===== config.mk =====
export PLATFORM = sky130hd
export DESIGN_NAME = vga_timing_gen
export DESIGN_NICKNAME = d
export VERILOG_FILES = /design/src/rtl/vga_timing_gen.sv
export SDC_FILE = /design/constraint.sdc
export NUM_CORES = 1
export LEC_CHECK = 0
export CORE_ASPECT_RATIO = 0.7
export CORE_UTILIZATION = 52
export CTS_CLUSTER_DIAMETER = 30
export CTS_CLUSTER_SIZE = 10
export DETAILED_ROUTE_END_ITERATION = 10
export GPL_ROUTABILITY_DRIVEN = 0
export PLACE_DENSITY_LB_ADDON = 0.3
export SYNTH_ARGS = -nofsm -noshare
export SYNTH_HDL_FRONTEND = slang
export SYNTH_SLANG_ARGS = --single-unit

===== constraint.sdc =====
create_clock -name clk -period 3.2 [get_ports clk]
set_input_delay 0.8 -clock clk [delete_from_list [all_inputs] [get_ports clk]]
set_output_delay 0.8 -clock clk [all_outputs]
set_load 0.05 [all_outputs]

===== src/rtl/vga_timing_gen.sv =====
// VGA raster timing generator: free-running H/V counters with registered sync/active/frame decode.
// Optional VGA_FRAME_CNT_EN adds a 16-bit completed-frame counter output.
module vga_timing_gen #(
  parameter int CNT_W    = 15,
  parameter int H_ACTIVE = 640,
  parameter int H_FP     = 16,
  parameter int H_SYNC   = 96,
  parameter int H_BP     = 48,
  parameter int V_ACTIVE = 480,
  parameter int V_FP     = 10,
  parameter int V_SYNC   = 2,
  parameter int V_BP     = 33,
  parameter bit HS_POL   = 1'b0,
  parameter bit VS_POL   = 1'b0,
  parameter int FRAME_H  = 0,
  parameter int FRAME_V  = 480
) (
  input  logic             clk,
  input  logic             rst,
  input  logic             pix_en,
  output logic [CNT_W-1:0] h_count,
  output logic [CNT_W-1:0] v_count,
  output logic             hsync,
  output logic             vsync,
  output logic             active,
  output logic             frame
`ifdef VGA_FRAME_CNT_EN
  ,output logic [15:0]     frame_count
`endif
);

  localparam int H_TOTAL = H_ACTIVE + H_FP + H_SYNC + H_BP;
  localparam int V_TOTAL = V_ACTIVE + V_FP + V_SYNC + V_BP;

  localparam logic [CNT_W-1:0] H_LAST = CNT_W'(H_TOTAL - 1);
  localparam logic [CNT_W-1:0] V_LAST = CNT_W'(V_TOTAL - 1);

  // One extra bit so region ends equal to 2^CNT_W still compare correctly.
  localparam logic [CNT_W:0] HA    = (CNT_W+1)'(H_ACTIVE);
  localparam logic [CNT_W:0] HS_LO = (CNT_W+1)'(H_ACTIVE + H_FP);
  localparam logic [CNT_W:0] HS_HI = (CNT_W+1)'(H_ACTIVE + H_FP + H_SYNC);
  localparam logic [CNT_W:0] VA    = (CNT_W+1)'(V_ACTIVE);
  localparam logic [CNT_W:0] VS_LO = (CNT_W+1)'(V_ACTIVE + V_FP);
  localparam logic [CNT_W:0] VS_HI = (CNT_W+1)'(V_ACTIVE + V_FP + V_SYNC);
  localparam logic [CNT_W:0] FH    = (CNT_W+1)'(FRAME_H);
  localparam logic [CNT_W:0] FV    = (CNT_W+1)'(FRAME_V);
  localparam bit FRAME_AT_ORIGIN   = (FRAME_H == 0) && (FRAME_V == 0);

  logic [CNT_W-1:0] h_q, h_d, v_q, v_d;
  logic [CNT_W:0]   hx, vx;
  logic             hs_q, hs_d, vs_q, vs_d, act_q, act_d, frm_q, frm_d;
  logic             h_wrap, v_wrap;

  assign h_wrap = (h_q == H_LAST);
  assign v_wrap = (v_q == V_LAST);

  // Decode is taken from the next counter values so the registered outputs line up with the counts.
  always_comb begin
    h_d = h_q;
    v_d = v_q;
    if (pix_en) begin
      if (h_wrap) begin
        h_d = '0;
        v_d = v_wrap ? '0 : v_q + 1'b1;
      end else begin
        h_d = h_q + 1'b1;
      end
    end
    hx    = {1'b0, h_d};
    vx    = {1'b0, v_d};
    hs_d  = ((hx >= HS_LO) && (hx < HS_HI)) ? HS_POL : ~HS_POL;
    vs_d  = ((vx >= VS_LO) && (vx < VS_HI)) ? VS_POL : ~VS_POL;
    act_d = (hx < HA) && (vx < VA);
    frm_d = (hx == FH) && (vx == FV);
  end

  always_ff @(posedge clk or posedge rst) begin
    if (rst) begin
      h_q   <= '0;
      v_q   <= '0;
      hs_q  <= ~HS_POL;
      vs_q  <= ~VS_POL;
      act_q <= 1'b1;
      frm_q <= FRAME_AT_ORIGIN;
    end else begin
      h_q   <= h_d;
      v_q   <= v_d;
      hs_q  <= hs_d;
      vs_q  <= vs_d;
      act_q <= act_d;
      frm_q <= frm_d;
    end
  end

`ifdef VGA_FRAME_CNT_EN
  logic [15:0] fc_q, fc_d;

  always_comb begin
    fc_d = fc_q;
    if (pix_en && h_wrap && v_wrap) fc_d = fc_q + 16'd1;
  end

  always_ff @(posedge clk or posedge rst) begin
    if (rst) fc_q <= '0;
    else     fc_q <= fc_d;
  end

  assign frame_count = fc_q;
`endif

  assign h_count = h_q;
  assign v_count = v_q;
  assign hsync   = hs_q;
  assign vsync   = vs_q;
  assign active  = act_q;
  assign frame   = frm_q;

endmodule


==> results of run 1 <==
## cells in the mapped netlist, types with 3 or more instances
| master | n | share of area |
|---|---|---|
| or3_1 | 6 | 0.019 |
| nor3_1 | 9 | 0.023 |
| dfstp_2 | 3 | 0.040 |
| nand4_1 | 11 | 0.035 |
| a21oi_1 | 3 | 0.0077 |
| o21ai_0 | 14 | 0.036 |
| inv_1 | 8 | 0.015 |
| nor2_1 | 10 | 0.019 |
| clkbuf_1 | 4 | 0.0077 |
| and4_1 | 6 | 0.027 |
| nand3_1 | 14 | 0.036 |
| and3_1 | 7 | 0.022 |
| or4_1 | 3 | 0.012 |
| dfrtp_1 | 31 | 0.40 |
| and2_1 | 3 | 0.0096 |
| ha_1 | 3 | 0.019 |
| nand2_1 | 20 | 0.038 |
| xnor2_1 | 13 | 0.058 |
| xor2_1 | 7 | 0.031 |
## kinds of logic (layout without fill, tap and decap cells)
logic type | count (synthesis) | in the layout | share of synthesized area
AO/OA/AOI/OAI | 26 | 26 | 0.0774
XOR/XNOR | 21 | 21 | 0.0979
adder cells (fa/ha/maj) | 3 | 3 | 0.0192
buffers and inverters | 14 | 77 | 0.0345
flip-flops | 34 | 34 | 0.437
multiplexers | 1 | 1 | 0.00512
AND/OR/NAND/NOR | 108 | 108 | 0.329
## per-layer routing
metal,track usage,share of wire
met5,0,0
met1,0.444,0.50
met3,0.0800,0.090
met2,0.345,0.40
met4,0.0556,0.0063
## path summary, 6_finish.rpt
kind,start,endpoint,slack [ns],cells past startpoint
worst max-delay path,pix_en,frame,0.16,9
min in group asynchronous,rst,v_count[3],0.90,3
worst max register to register,h_count[12],frame,0.25,8
max in group asynchronous,rst,hsync,1.96,3
worst min-delay path,h_count[10],h_count[10],0.57,1
worst min register to register,h_count[10],h_count[10],0.57,1
## sequential cells by signal, summed over array words and instances (netlist names)
| signal | cells |
|---|---|
| h_count | 15 |
| v_count | 15 |
| active | 1 |
| frame | 1 |
| hsync | 1 |
| vsync | 1 |
## critical path: stages
cell             delay [ns]
clkdlybuf4s50_1        0.48
nand3_1                0.11
or4_4                  0.55
buf_4                  0.18
nor3_4                 0.19
xor2_2                 0.16
nand4b_1               0.14
or3_1                  0.36
nor4_2                 0.26
## per-stage QoR
step	cells	total power, mW	worst slack [ns]	hold slack [ns]
finish	320	1.19	0.160	0.571
global route	320	1.24	0.0281	0.586
floorplan	207	0.698	0.0705	0.807
detailed placement	312	0.802	-0.140	0.558
CTS	320	1.20	0.165	0.567
global placement	312	0.797	-0.0806	0.551
## cell type report
class                           instances  area (µm²)
Tap cell                               50        62.6
Sequential cell                        34         855
Clock buffer                            5        68.8
Multi-Input combinational cell        159        1030
Inverter                                8        30.0
Fill cell                             273         921
Clock inverter                          3        40.0
Timing Repair Buffer                   61         548
## power by group through the flow
stage / logic, mW / clock network (mW) / registers, mW
finish: 0.293 / 0.394 / 0.504
global route: 0.316 / 0.413 / 0.510
CTS: 0.293 / 0.400 / 0.503
detailed placement: 0.291 / 0 / 0.511
global placement: 0.287 / 0 / 0.509
floorplan: 0.104 / 0 / 0.594
==> impl_metrics.json, run 1 <==
{
  "hpwlAfterDp_mm": 3.70,
  "syn_avg_cell_area_um2": 9.45,
  "worst_clock_skew_ns": 0.00542,
  "syn-num-nets": 213,
  "cap_violations": 0,
  "cts_tree": "yes",
  "dr.pass1.iters": 5,
  "hold_violations": 0,
  "post_cts_resized": 0,
  "start_util": 0.550,
  "layout-drive-gt1-share": 0.159,
  "postCtsHoldBufs": 0,
  "max_slew.worst_pin.slew_ns": 0.593,
  "nets": 275,
  "power.density_nw_per_um2": 452,
  "place_area_um2": 2530,
  "cp.arrival_ns": 3.24,
  "num_vias": 1846,
  "syn_to_final_growth_pct": 34.9,
  "dieArea_um2": 4010,
  "synth_edf_count": 0,
  "pwr-share-clk": 0.331,
  "root_buffer": "clkbuf_8",
  "post-route-min-period_ns": 3.04,
  "ir_drop_mv": 0.340,
  "p_leak_nw": 1.17,
  "combPwrFrac": 0.246,
  "die_h_um": 53.3,
  "rows": 18,
  "slew_headroom": 0.601,
  "syn_inst": 207,
  "p_switching_uw": 402,
  "hold_class": "reg2reg",
  "drtIter0Drc": 213,
  "num_antenna_cells": 0,
  "ys_seq_area_frac": 0.437,
  "syn_area_um2": 1960,
  "fin_setup_tns_ns": 0,
  "grt_max_degree": 35,
  "antenna_found_initial": 0,
  "final_common_cell": "clkdlybuf4s50_1",
  "io-pin-count": 37,
  "grt-ovfl-total": 0,
  "drc": 0,
  "synth_warnings": 0,
  "switching_share": 0.337,
  "cts_num_sinks": 34,
  "fin_crit_sh": 0.950,
  "clk_latency_ns": 0.29,
  "clk_pin_slew_ns": 0.07,
  "cp_data_required_time_ns": 3.40,
  "p_int_uw": 789,
  "wl_mm": 4.91,
  "track_usage": 0.274,
  "clock_path_buffers": 2,
  "wl_per_cell_um": 15.3,
  "critPathKind": "in2reg",
  "outcome": "complete, no violations",
  "critPathLaunchType": "input port",
  "cp_max_fo": 8,
  "numCtsBuffers": 5,
  "first_global_vias": 1499,
  "rsz0062_at_grt": "no",
  "setup_viol": 0,
  "layout_common_cells": "36 x clkdlybuf4s50_1, 31 x dfrtp_1, 25 x buf_4",
  "end_kind": "register",
  "slew_viol_final": 0,
  "synthArstFlopShare": 1.00,
  "die_w_um": 75.3,
  "portBuffers": 36,
  "post_cts_buffers": 0,
  "core_um2": 3560,
  "max_freq_ghz": 0.329,
  "final_util": 0.741,
  "synth_ff_type": "dfrtp_1",
  "p_seq_frac": 0.423,
  "grt_pass1_wl_mm": 7.80,
  "ant_nets": 0,
  "synthDistinctLibCells": 40,
  "via_per_inst": 5.77,
  "synth-seq-cells": 34,
  "design_area_um2": 2640,
  "cts.htree.levels": 2
}
Note: power is estimated with default switching activity, not from simulation.
==> run 2, diff against run 1 <==
MAX_ROUTING_LAYER = met4   (was default)
PLACE_DENSITY = 0.83   (was default)
PLACE_DENSITY_LB_ADDON = default   (was 0.3)
==> run 2 against run 1 <==
  * Critical endpoint unchanged
  * Die area unchanged
  * Wire length up 3.3%
  * Clock skew up 0.0058 ns
  * Final cell count down 1.6%
==> impl_metrics.json, run 2 (synthesized netlist as in run 1, its figures left out) <==
{
  "p_total_mw": 1.29,
  "clk_pin_slew_ns": 0.08,
  "layout_common_cells": "36 x clkdlybuf4s50_1, 31 x dfrtp_1, 20 x nand2_1, 20 x buf_4",
  "fin_setup_tns_ns": 0,
  "path_delay_family": "simple AND/OR/NAND/NOR gates",
  "outcome": "complete, no violations",
  "worst_clock_skew_ns": 0.0112,
  "stdcell_count": 315,
  "drtIter0Drc": 128,
  "fin_crit_sh": 0.962,
  "layout-drive-gt1-share": 0.147,
  "critical_path_buf_inv_count": 2,
  "cp_data_required_time_ns": 3.40,
  "power.density_nw_per_um2": 490,
  "max_freq_ghz": 0.325,
  "design_area_um2": 2640,
  "multiInputGateArea_um2": 1040,
  "regArea_um2": 855,
  "first_global_vias": 1803,
  "critPathKind": "in2reg",
  "grt_pass1_wl_mm": 8.42,
  "cp_max_fo": 11,
  "cpPeakStageDelay_ns": 0.58,
  "clock_path_buffers": 2,
  "dieArea_um2": 4010,
  "cp.arrival_ns": 3.28,
  "slew_viol_final": 0,
  "final_common_cell": "clkdlybuf4s50_1",
  "core_um2": 3560,
  "max_slew.worst_pin.slew_ns": 0.610,
  "io-pin-count": 37,
  "portBuffers": 36,
  "nets": 270,
  "rows": 18,
  "final_util": 0.742,
  "drc": 0,
  "num_vias": 1883,
  "worstPathCellList": "clkdlybuf4s50_1 > nand3_1 > or4_4 > buf_4 > nor3_4 > xor2_2 > nand4b_1 > or3_4 > nor4_2",
  "num_antenna_cells": 0,
  "cts.htree.levels": 2,
  "cap_violations": 0,
  "ant_nets": 0,
  "root_buffer": "clkbuf_8",
  "r2r_end": "frame",
  "r2r_setup_slack_ns": 0.15,
  "antenna_found_initial": 0,
  "hold_violations": 0,
  "via_per_inst": 5.98,
  "fillers": 281,
  "timing.rr.start": "h_count[5]",
  "endpoint": "frame",
  "dr.pass1.iters": 4,
  "place_area_um2": 2490,
  "worstRegToRegCells": 8,
  "clk_latency_ns": 0.29,
  "p_leak_nw": 1.16,
  "rsz0062_at_grt": "no",
  "cts_num_sinks": 34,
  "numCtsBuffers": 5,
  "grt-ovfl-total": 0,
  "start_util": 0.550,
  "critPathLaunchType": "input port",
  "post_cts_buffers": 0,
  "track_usage": 0.297,
  "hold_class": "reg2reg",
  "cts_tree": "yes",
  "slew_headroom": 0.590,
  "syn_to_final_growth_pct": 34.9,
  "setup_viol": 0,
  "cp_slowest_cell": "or4_4",
  "end_kind": "register",
  "ir_drop_mv": 0.415,
  "post-route-min-period_ns": 3.08,
  "wl_per_cell_um": 16.1,
  "grt_max_degree": 35,
  "cp.depth": 9,
  "dp_cells": 307,
  "wl_mm": 5.07,
  "die_w_um": 75.3,
  "hpwlAfterDp_mm": 3.73,
  "crit_start": "pix_en",
  "die_h_um": 53.3
}
## run 2: cell types whose count changed in the layout (fill, tap and decap cells not counted)
cell / change
or3_1: -1
or3_4: +1
clkinv_2: -2
bufinv_16: +1
clkbuf_8: +1
buf_4: -5
## run 2: what timing repair did
action | 4_1_cts | 5_1_grt
hold buffers | 0 | 0
resized for setup | 0 | 1
setup endpoints to repair | 0 | 1
## run 2: worst min-delay path by stage
stage,from,endpoint,slack (ns),depth (start not counted)
floorplan,h_count[1],h_count[1],0.81,2
global placement,v_count[13],v_count[13],0.55,1
detailed placement,v_count[11],v_count[11],0.55,1
CTS,v_count[11],v_count[11],0.57,1
global route,v_count[13],v_count[13],0.60,1
finish,v_count[11],v_count[11],0.56,1
## run 2: cell type report
type / count / area share
Multi-Input combinational cell: 159 / 0.394
Sequential cell: 34 / 0.324
Timing Repair Buffer: 56 / 0.193
Clock buffer: 6 / 0.0313
Tap cell: 50 / 0.0237
Clock inverter: 2 / 0.0228
Inverter: 8 / 0.0114
## run 2: per-stage QoR
| step | setup slack, ns | hold WS [ns] |
|---|---|---|
| floorplan | 0.0705 | 0.807 |
| CTS | 0.115 | 0.571 |
| finish | 0.123 | 0.562 |
| global placement | -0.0876 | 0.548 |
| global route | 0.00265 | 0.604 |
| detailed placement | -0.184 | 0.553 |
## run 2: worst register-to-register path, delay by kind of cell, from the launching register on
kind	cells	cell delay, ns
flip-flops	1	0.46
buffers and inverters	1	0.20
AND/OR/NAND/NOR	6	2.14
XOR/XNOR	1	0.17
## run 2: layer usage
layer  part of all wire  global-route usage  wire length (µm)
met1               0.44               0.365              2230
met2               0.47               0.464              2390
met3              0.068              0.0705               346
met4              0.020               0.139               101
met5                  0                   -                 0
## run 2: power breakdown
group          switching, mW  total (mW)  internal (mW)  leakage [nW]
Combinational          0.186       0.284         0.0979         0.642
Clock                  0.165       0.497          0.332        0.0714
Sequential            0.0525       0.510          0.458         0.445
